[src/rtl/calc_rx_deser.sv]
// ============================================================================
// Module      : calc_rx_deser
// Description : Receives one serial result frame from the binary calculator
//               (DataOut / ClkTx / DoutValid). The transmit clock is
//               oversampled in the Clk domain. The frame is split into
//               operand A, operand B, selector and result fields and is
//               offered on a valid/ready parallel port. Frame errors and
//               overflow are reported on dedicated outputs.
//               Optional statistics counters are enabled by defining the
//               macro CALC_RX_STATS_EN.
// Revision    : 1.0 - initial release
// ============================================================================
`default_nettype none
`timescale 1ns/1ps

module calc_rx_deser #(
    parameter int DATA_W      = 8,
    parameter int SEL_W       = 4,
    parameter int SYNC_STAGES = 2
) (
    input  logic              Clk,
    input  logic              ResetN,
    input  logic              DoutValid,
    input  logic              DataOut,
    input  logic              ClkTx,
    input  logic              RxReady,
    output logic [DATA_W-1:0] RxA,
    output logic [DATA_W-1:0] RxB,
    output logic [SEL_W-1:0]  RxSel,
    output logic [DATA_W-1:0] RxResult,
    output logic              RxValid,
    output logic              RxBusy,
    output logic              RxFrameErr,
    output logic              RxOverflow
`ifdef CALC_RX_STATS_EN
    ,
    output logic [15:0]       RxFrameCnt,
    output logic [7:0]        RxErrCnt
`endif
);

    localparam int FRAME_W = 3*DATA_W + SEL_W;
    localparam int CNT_W   = $clog2(FRAME_W + 1);

    typedef enum logic [1:0] {
        S_IDLE     = 2'd0,
        S_SHIFT    = 2'd1,
        S_LOAD     = 2'd2,
        S_WAIT_LOW = 2'd3
    } state_t;

    logic [SYNC_STAGES-1:0] r_dataSync;
    logic [SYNC_STAGES-1:0] r_validSync;
    logic [SYNC_STAGES-1:0] r_clkSync;
    logic                   r_clkPrev;
    logic [FRAME_W-1:0]     r_shift;
    logic [CNT_W-1:0]       r_bitCnt;
    logic                   r_longErr;
    state_t                 r_state;
    state_t                 w_nextState;

    logic [DATA_W-1:0]      r_rxA;
    logic [DATA_W-1:0]      r_rxB;
    logic [SEL_W-1:0]       r_rxSel;
    logic [DATA_W-1:0]      r_rxResult;
    logic                   r_valid;
    logic                   r_frameErr;
    logic                   r_overflow;

    logic w_dataS;
    logic w_validS;
    logic w_sample;
    logic w_shiftEn;
    logic w_errPulse;
    logic w_load;
    logic w_loadOk;
    logic w_accept;

    // All three serial inputs share one sync depth so they stay bit-aligned
    always_ff @(posedge Clk or negedge ResetN) begin
        if (!ResetN) begin
            r_dataSync  <= '0;
            r_validSync <= '0;
            r_clkSync   <= '0;
            r_clkPrev   <= 1'b0;
        end else begin
            r_dataSync  <= {r_dataSync[SYNC_STAGES-2:0],  DataOut};
            r_validSync <= {r_validSync[SYNC_STAGES-2:0], DoutValid};
            r_clkSync   <= {r_clkSync[SYNC_STAGES-2:0],   ClkTx};
            r_clkPrev   <= r_clkSync[SYNC_STAGES-1];
        end
    end

    assign w_dataS  = r_dataSync[SYNC_STAGES-1];
    assign w_validS = r_validSync[SYNC_STAGES-1];
    assign w_sample = r_clkSync[SYNC_STAGES-1] & ~r_clkPrev;

    // State register
    always_ff @(posedge Clk or negedge ResetN) begin
        if (!ResetN) begin
            r_state <= S_IDLE;
        end else begin
            r_state <= w_nextState;
        end
    end

    // Next-state decode and per-cycle control strobes
    always_comb begin
        w_nextState = r_state;
        w_shiftEn   = 1'b0;
        w_errPulse  = 1'b0;
        w_load      = 1'b0;
        case (r_state)
            S_IDLE: begin
                if (w_sample && w_validS) begin
                    w_shiftEn   = 1'b1;
                    w_nextState = S_SHIFT;
                end
            end
            S_SHIFT: begin
                if (!w_validS) begin
                    w_errPulse  = 1'b1;
                    w_nextState = S_IDLE;
                end else if (w_sample) begin
                    w_shiftEn = 1'b1;
                    if (r_bitCnt == CNT_W'(FRAME_W - 1)) begin
                        w_nextState = S_LOAD;
                    end
                end
            end
            S_LOAD: begin
                w_load      = 1'b1;
                w_nextState = S_WAIT_LOW;
            end
            S_WAIT_LOW: begin
                if (!w_validS) begin
                    w_nextState = S_IDLE;
                end else if (w_sample && !r_longErr) begin
                    w_errPulse = 1'b1;
                end
            end
            default: w_nextState = S_IDLE;
        endcase
    end

    // Shift register, bit counter and the one-shot over-long error flag
    always_ff @(posedge Clk or negedge ResetN) begin
        if (!ResetN) begin
            r_shift   <= '0;
            r_bitCnt  <= '0;
            r_longErr <= 1'b0;
        end else begin
            if (w_shiftEn) begin
                r_shift  <= {r_shift[FRAME_W-2:0], w_dataS};
                r_bitCnt <= (r_state == S_IDLE) ? CNT_W'(1) : r_bitCnt + CNT_W'(1);
            end
            if (w_load) begin
                r_longErr <= 1'b0;
            end else if (w_errPulse && (r_state == S_WAIT_LOW)) begin
                r_longErr <= 1'b1;
            end
        end
    end

    // A frame may load when the slot is empty or is being emptied this cycle
    assign w_accept = r_valid & RxReady;
    assign w_loadOk = w_load & (~r_valid | RxReady);

    // Output slot, handshake, error pulse and sticky overflow
    always_ff @(posedge Clk or negedge ResetN) begin
        if (!ResetN) begin
            r_rxA      <= '0;
            r_rxB      <= '0;
            r_rxSel    <= '0;
            r_rxResult <= '0;
            r_valid    <= 1'b0;
            r_frameErr <= 1'b0;
            r_overflow <= 1'b0;
        end else begin
            r_frameErr <= w_errPulse;
            if (w_loadOk) begin
                r_rxA      <= r_shift[3*DATA_W+SEL_W-1 -: DATA_W];
                r_rxB      <= r_shift[2*DATA_W+SEL_W-1 -: DATA_W];
                r_rxSel    <= r_shift[DATA_W+SEL_W-1 -: SEL_W];
                r_rxResult <= r_shift[DATA_W-1:0];
                r_valid    <= 1'b1;
            end else if (w_accept) begin
                r_valid    <= 1'b0;
            end
            if (w_load && !w_loadOk) begin
                r_overflow <= 1'b1;
            end
        end
    end

    assign RxA        = r_rxA;
    assign RxB        = r_rxB;
    assign RxSel      = r_rxSel;
    assign RxResult   = r_rxResult;
    assign RxValid    = r_valid;
    assign RxBusy     = (r_state != S_IDLE);
    assign RxFrameErr = r_frameErr;
    assign RxOverflow = r_overflow;

`ifdef CALC_RX_STATS_EN
    logic [15:0] r_frameCnt;
    logic [7:0]  r_errCnt;

    // Saturating counters of loaded frames (kept or dropped) and error pulses
    always_ff @(posedge Clk or negedge ResetN) begin
        if (!ResetN) begin
            r_frameCnt <= '0;
            r_errCnt   <= '0;
        end else begin
            if (w_load && (r_frameCnt != 16'hFFFF)) begin
                r_frameCnt <= r_frameCnt + 16'd1;
            end
            if (w_errPulse && (r_errCnt != 8'hFF)) begin
                r_errCnt <= r_errCnt + 8'd1;
            end
        end
    end

    assign RxFrameCnt = r_frameCnt;
    assign RxErrCnt   = r_errCnt;
`endif

endmodule

`default_nettype wire

[config.mk]
export PLATFORM = sky130hd
export DESIGN_NAME = calc_rx_deser
export DESIGN_NICKNAME = d
export VERILOG_FILES = /design/src/rtl/calc_rx_deser.sv
export SDC_FILE = /design/constraint.sdc
export NUM_CORES = 1
export LEC_CHECK = 0
export CAP_MARGIN = 10
export CORE_MARGIN = 10
export CORE_UTILIZATION = 40
export CTS_BUF_LIST = sky130_fd_sc_hd__clkbuf_16
export DETAILED_ROUTE_END_ITERATION = 12
export PLACE_DENSITY = 0.73
export SLEW_MARGIN = 20
export SYNTH_ARGS = -nofsm -noshare
export SYNTH_HDL_FRONTEND = slang
export SYNTH_SLANG_ARGS = --single-unit
[constraint.sdc]
create_clock -name Clk -period 1.6 [get_ports Clk]
set_clock_uncertainty 0.05 [all_clocks]
set_input_delay 0.4 -clock Clk [delete_from_list [all_inputs] [get_ports Clk]]
set_output_delay 0.4 -clock Clk [all_outputs]
set_load 0.03 [all_outputs]
# == Word-level counts from Yosys, hierarchy flattened ==
# Cells that the tools add are included.
# word_totals
elab_cells,61
input_bits,6
reg_bits,74
output_inout_bits,32
# op_classes
n_reduce_logical,11
add_sub_neg,1
eq_ne,8
mux,20
bitwise,6
# op_table
operator,n
2-to-1 mux 1 bit,11
2-to-1 mux 2 bit,5
one-hot mux 2 bit (4 select lines),1
inequality test 3 bit (second input constant),2
nonzero test 2 bit,3
adder 5 x 1 -> 5 bit (second input constant),1
equality test 5 bit (second input constant),1
2-to-1 mux 5 bit,1
equality test 2 bit (second input constant),2
logical AND 1 bit,4
inequality test 2 bit (second input constant),2
one-hot mux 1 bit (2 select lines),2
AND reduction 4 bit,1
AND 1 bit,3
equality test 2 x 1 -> 1 bit (second input constant),1
zero test 1 bit,2
zero test 2 bit,1
inverter 1 bit,2
OR 1 bit,1

# == Longest topological paths before layout ==
# Gate-level depths: netlist of the first run.
# logic_depth
word_depth,9
ltp_mapped,6
depth_no_buf,4

# == Least setup slack after synthesis of the first run ==
# No wires, ideal clock.
# synth_timing
kind,register -> register
from,"register r_valid, in the netlist RxValid"
to,"register r_rxA[0], in the netlist RxA[0]"
required_ps,1425
path_stages_with_launch,5
slack_ps,-12
t_arrival_ps,1437
setup_time_ps,125
n_path_buf,1
synth_period_minus_slack_ps,1612
path_cell_list,dfrtp_1 nor2b_1 nor2_4 buf_4 mux2_2
# synth_between
elab_chain_len,3
# synth_rtl
element,line_no,text
"start, declared",66,logic r_valid;
"start signal, assigned",176,r_valid <= 1'b0;
"start signal, assigned",186,r_valid <= 1'b1;
"start signal, assigned",188,r_valid <= 1'b0;
inverter 1 bit,167,assign w_loadOk = w_load & (~r_valid | RxReady);
OR 1 bit,167,
AND 1 bit,167,
"end signal, assigned",182,r_rxA <= r_shift[3*DATA_W+SEL_W-1 -: DATA_W];
"end, declared",62,logic [DATA_W-1:0] r_rxA;
# Every way passes these cells.
# A chain may end at the register's enable or synchronous reset.

==> results of run 1 <==
per-stage QoR:
stage | hold WS [ns] | utilization, % | instances
after CTS | 0.0579 | 54.9 | 335
after global routing | 0.0567 | 56.0 | 338
after floorplan | 0.0544 | - | 181
after detailed placement | 0.288 | 49.0 | 314
after global placement | 0.284 | 49.0 | 314
final | 0.0385 | 56.0 | 338
area by class of cell:
type / instances / area, um^2 / share of cell area (%)
Clock buffer: 9 / 225 / 5.86
Clock inverter: 6 / 33.8 / 0.879
Inverter: 2 / 7.51 / 0.195
Multi-Input combinational cell: 97 / 1040 / 27.0
Sequential cell: 74 / 1850 / 48.2
Tap cell: 96 / 120 / 3.12
Timing Repair Buffer: 54 / 568 / 14.8
sequential cells by signal, indices dropped and copies added (netlist names), named ones only:
| signal | cells |
|---|---|
| RxOverflow | 1 |
| r_state | 1 |
| RxSel | 4 |
| RxResult | 8 |
| r_clkSync | 2 |
| r_shift | 28 |
| r_longErr | 1 |
| r_bitCnt | 5 |
| r_clkPrev | 1 |
| RxValid | 1 |
| RxFrameErr | 1 |
| RxA | 8 |
| r_validSync | 2 |
| RxB | 8 |
| r_dataSync | 2 |
kinds of logic after synthesis:
group	Yosys count
and+or+nand+nor	28
DFF	74
buffers and inverters	10
AOI/OAI and AO/OA	10
adders and majority gates	1
muxes	58
synth_stat cells:
cell | instances | area share, %
nand4b_1 | 1 | 0.31
a31oi_1 | 3 | 0.66
buf_2 | 1 | 0.18
and3_1 | 1 | 0.22
o22ai_1 | 1 | 0.22
buf_12 | 1 | 0.70
nand2b_1 | 2 | 0.44
dfrtp_1 | 74 | 65
a21oi_1 | 1 | 0.18
inv_1 | 2 | 0.26
nor4_2 | 1 | 0.44
nand3b_1 | 2 | 0.53
nand2_1 | 1 | 0.13
nand3_1 | 2 | 0.35
o21a_1 | 2 | 0.53
mux2_2 | 56 | 22
ha_1 | 1 | 0.44
o21ai_0 | 1 | 0.18
nor3b_1 | 2 | 0.53
a21o_1 | 1 | 0.26
a2bb2oi_1 | 1 | 0.31
mux2i_1 | 2 | 0.70
nor3_1 | 2 | 0.35
nor4bb_4 | 1 | 0.88
nor2_1 | 6 | 0.79
buf_4 | 4 | 1.1
buf_6 | 2 | 0.79
nor2_4 | 1 | 0.39
or2_2 | 1 | 0.22
nand4_1 | 2 | 0.44
nor2b_1 | 3 | 0.66
what timing repair did:
| item | in CTS | in global routing |
|---|---|---|
| buffers inserted | 3 | 4 |
| gates resized for setup | 59 | 21 |
| pin swaps | 1 | 4 |
| cloned | 3 | 1 |
| setup endpoints to repair | 60 | 59 |
routing by layer:
layer  wire [um]  vias to the layer above
met2        2790                       33
met5           0                        -
met4          59                        0
met3         243                        5
li1            -                      763
met1        2430                      848
path summary, 6_finish.rpt:
path	from	to	slack, ns	depth (start not counted)
worst max-delay path	register	r_shift[4]	-0.04	5
worst min-delay path	ResetN	RxA[0]	0.04	2
worst max register to register	register	r_shift[4]	-0.04	5
worst min register to register	r_dataSync[0]	r_dataSync[1]	0.31	0
max in group asynchronous	ResetN	RxValid	1.11	2
min in group Clk	r_dataSync[0]	r_dataSync[1]	0.31	0
power by group through the flow:
stage | Clock (mW) | Combinational [mW] | Sequential (mW)
2_1_floorplan | 0 | 0.157 | 2.08
3_3_place_gp | 0 | 0.232 | 2.10
3_5_place_dp | 0 | 0.241 | 2.11
4_1_cts | 1.79 | 0.316 | 2.09
5_1_grt | 1.89 | 0.363 | 2.11
6_report | 1.76 | 0.332 | 2.09
==> flow_summary.toml, run 1 <==
[outcome]
status = "complete, but fails checks"
violations = "setup timing"

[final_layout]
design_area_mm2 = 0.00384
nets = 245
drive_gt1_share_pct = 39.3
layout_common_cells = "dfrtp_1 (73), dlygate4sd2_1 (31), mux2_2 (28), mux2_4 (28), clkbuf_16 (10)"
diodes = 0
fillers = 556
layout_commonest_cell = "dfrtp_1"
area_growth_pct = 34.6

[clock_network]
ctsHoldBuffers = 0
clock_latency_ns = 0.32
cts.sinks = 74
cts_buffer_depth = 2
cts.htree.levels = 3
tritoncts = "done"
numCtsBuffers = 9
root_buffer = "clkbuf_16"
clk_pin_slew_ns = 0.06

[synth]
yosysUniqueCellTypes = 31
synth_area_per_cell_um2 = 15.8
yosysWarnings = 0
synth_top_family_by_area = "multiplexers"
synth_xor_area_share_pct = 0
synth_compound_gate_area_share_pct = 2.32
synthesis.area_mm2 = 0.00286
syn_inst = 181
ys_seq_area_share_pct = 64.8
muxShareOfSynthArea_pct = 22.8
synth-simple-area-share_pct = 6.66
synth-seq-cells = 74
synth_fp_nets = 188
synthAdderAreaFrac_pct = 0.438

[power_and_ir_drop]
power_frac_seq_pct = 50.0
p_total_mw = 4.18
p_leak_nw = 1.96
irDropWorstVdd_mv = 0.635
power_frac_comb_pct = 7.9
powerDensity_mw_per_mm2 = 1090
pwr-share-clk_pct = 42.0
power.switching_uw = 955
intPower_mw = 3.23
swShare_pct = 22.8

[global_routing]
met1_usage_pct = 11.9
grt_start_max_net_pins = 75
antenna_found_initial = 0
grt_pass1_wl_mm = 9.16
grt_pass1_vias = 1764
grt_overflow = 0
grtUsageMet3_pct = 4.58
busiest_layer = "met2"
met2_usage_pct = 17.2
track_usage_pct = 10.5

[sta]
rsz0062_at_grt = "yes"
min_period_ns = 1.64
max_freq_mhz = 610
slew_viol_final = 0
slew_headroom_pct = 73.9
tightest_slew_ns = 0.392
tns_ns = -0.842
hold_viol_final = 0
min_period_over_period_pct = 103
finalWorstSetupSlack_ns = -0.0407
setup_violations = 29

[worst_setup_path]
cp_slowest_cell = "dfrtp_1"
cp_top_family = "buffers and inverters"
crit_chain = "buf_6 -> nor4bb_4 -> buf_6 -> buf_12 -> mux2_4"
required_ns = 1.75
crit_arrival_ns = 1.79
worstSetupStartpointType = "register"
cp_common_cell = "buf_6"
worstSetupPathType = "register to register"
path_max_fanout = 9
endpoint_kind = "register"
cp_slowest_stage_delay_ns = 0.38
path_buf_inv = 3

[floorplan]
die_w_um = 105
core-area_mm2 = 0.00687
dieArea_mm2 = 0.0109
ios = 38
rows = 30
fp.dieH_um = 105
initial_core_util_pct = 41.6

[detailed_routing]
drc = 0
drt_pass1_iterations = 5
drt-initial-drc-count = 86
ant_nets = 0
routed_wl_mm = 5.52
wl_per_cell_um = 16.3
routed_via_density = 4.88
num_vias = 1649

[place]
detailed_place_hpwl_mm = 3.03
place_area_mm2 = 0.00336
port_buffers = 37
gp_congestion = 0.755
pre_cts_slack_ns = -0.210

[hold_path]
hold_class = "primary input to async pin"

[job]
maxCapViolCount = 0
(Power assumes the default switching activity.)
==> run 2: changes to the inputs <==
--- a/config.mk
+++ b/config.mk
@@ -9,6 +9,7 @@
 export CORE_MARGIN = 10
 export CORE_UTILIZATION = 40
 export CTS_BUF_LIST = sky130_fd_sc_hd__clkbuf_16
+export CTS_CLUSTER_DIAMETER = 60
 export DETAILED_ROUTE_END_ITERATION = 12
 export PLACE_DENSITY = 0.73
 export SLEW_MARGIN = 20
==> results of run 2 <==
The final DEF is identical to that of run 1; final timing and power are the same.
==> run 3: changes to the inputs <==
--- a/config.mk
+++ b/config.mk
@@ -6,12 +6,14 @@
 export NUM_CORES = 1
 export LEC_CHECK = 0
 export CAP_MARGIN = 10
+export CELL_PAD_IN_SITES_DETAIL_PLACEMENT = 1
+export CELL_PAD_IN_SITES_GLOBAL_PLACEMENT = 2
 export CORE_MARGIN = 10
-export CORE_UTILIZATION = 40
+export CORE_UTILIZATION = 35
 export CTS_BUF_LIST = sky130_fd_sc_hd__clkbuf_16
 export CTS_CLUSTER_DIAMETER = 60
 export DETAILED_ROUTE_END_ITERATION = 12
-export PLACE_DENSITY = 0.73
+export PLACE_DENSITY = 0.84
 export SLEW_MARGIN = 20
 export SYNTH_ARGS = -nofsm -noshare
 export SYNTH_HDL_FRONTEND = slang
==> flow_summary.toml, run 3 (same netlist as run 1, synthesis figures left out) <==
[outcome]
status = "complete, but fails checks"
violations = "setup timing"

[job]
maxCapViolCount = 0

[final_layout]
largest-register = "r_shift"
area_growth_pct = 37.9
largest_reg_flops = 28
layout_common_cells = "dfrtp_1 (73), mux2_2 (32), dlygate4sd2_1 (28), mux2_4 (24), clkbuf_16 (11)"
drive_gt1_share_pct = 40.0
fillers = 774
seq_area_mm2 = 0.00185
design_area_mm2 = 0.00394
instances_no_fill = 347
diodes = 0
multiInputGateArea_mm2 = 0.00102
nets = 248
layout_commonest_cell = "dfrtp_1"

[sta]
max_freq_mhz = 600
min_period_over_period_pct = 104
min_period_ns = 1.67
tightest_slew_ns = 0.409
setup_violations = 29
slew_viol_final = 0
rsz0062_at_grt = "yes"
finalWorstSetupSlack_ns = -0.0665
slew_headroom_pct = 72.7
hold_viol_final = 0
whs_ns = 0.0101

[clock_network]
cts_buffer_depth = 2
tritoncts = "done"
cts.htree.levels = 3
numCtsBuffers = 9
ctsHoldBuffers = 0
clk_pin_slew_ns = 0.06
clock_latency_ns = 0.33
cts.sinks = 74
root_buffer = "clkbuf_16"

[global_routing]
grt_pass1_wl_mm = 9.45
track_usage_pct = 10.3
grt_pass1_vias = 1802
grt_overflow = 0
grt_start_max_net_pins = 75
antenna_found_initial = 0

[detailed_routing]
drt-initial-drc-count = 67
drt_pass1_iterations = 2
ant_nets = 0
num_vias = 1700
routed_via_density = 4.90
wl_per_cell_um = 18.3
routed_wl_mm = 6.36
drc = 0

[power_and_ir_drop]
p_total_mw = 4.63
irDropWorstVdd_mv = 0.645
powerDensity_mw_per_mm2 = 1170
p_leak_nw = 1.98

[worst_setup_path]
path_max_fanout = 2
crit_arrival_ns = 1.22
worstSetupStartpointType = "register"
endpoint_kind = "output port"
worstSetupPathType = "register to output port"
required_ns = 1.15

[floorplan]
ios = 38
fp.dieH_um = 110
die_w_um = 110
initial_core_util_pct = 36.4
core-area_mm2 = 0.00785
rows = 32
dieArea_mm2 = 0.0122

[place]
dpl.cell_count = 322
place_area_mm2 = 0.00338
port_buffers = 37
pre_cts_slack_ns = -0.219
detailed_place_hpwl_mm = 3.47
gp_congestion = 0.723

[hold_path]
hold_class = "primary input to async pin"
## run 3: stage by stage
step	setup TNS, ns	utilization [%]
after floorplan	0	-
after detailed placement	-5.64	43.1
after global placement	-5.32	43.1
after global routing	-3.44	50.2
final	-0.566	50.2
after CTS	-0.793	47.7
## run 3: layout make-up
type                       count  share of cell area (%)
clock inverter                 6                    2.70
tap                          102                    3.24
multi-input combinational     97                    25.9
timing repair buffer          57                    15.2
sequential                    74                    47.0
clock buffer                   9                    5.72
inverter                       2                   0.191
## run 3: report_power, final
group | internal [mW] | total, mW | switching (mW) | leakage [nW]
sequential | 1.99 | 2.10 | 0.108 | 0.998
combinational | 0.160 | 0.277 | 0.118 | 0.820
clock | 1.51 | 2.25 | 0.749 | 0.161
total | 3.65 | 4.63 | 0.974 | 1.98
## run 3: timing repair
action                     CTS  global route
pin swaps                    2             1
setup endpoints to repair   54            61
cloned                       1             3
gates resized for setup     41            30
setup buffers                3             3
## run 3: path summary, 6_finish.rpt
path                                      from        endpoint  slack [ns]  cells after the start
worst max-delay path                  register          RxBusy       -0.07                      3
worst min-delay path                    ResetN       r_longErr        0.01                      2
worst max register to register        register     r_shift[24]       -0.04                      5
worst min register to register  r_validSync[0]  r_validSync[1]        0.30                      0
max in group asynchronous               ResetN         RxValid        1.14                      2
min in group Clk                r_validSync[0]  r_validSync[1]        0.30                      0
## run 3: critical path: stages, from the launching register on
cell and delay (ns):
dfrtp_1 0.39, buf_6 0.13, or2_4 0.23, buf_6 0.14
## run 3: routing by layer
| layer | GRT usage [%] | wire, um |
|---|---|---|
| met1 | 11.8 | 2810 |
| met2 | 16.3 | 3060 |
| met3 | 3.95 | 359 |
| met4 | 5.50 | 129 |
| met5 | 0 | 0 |
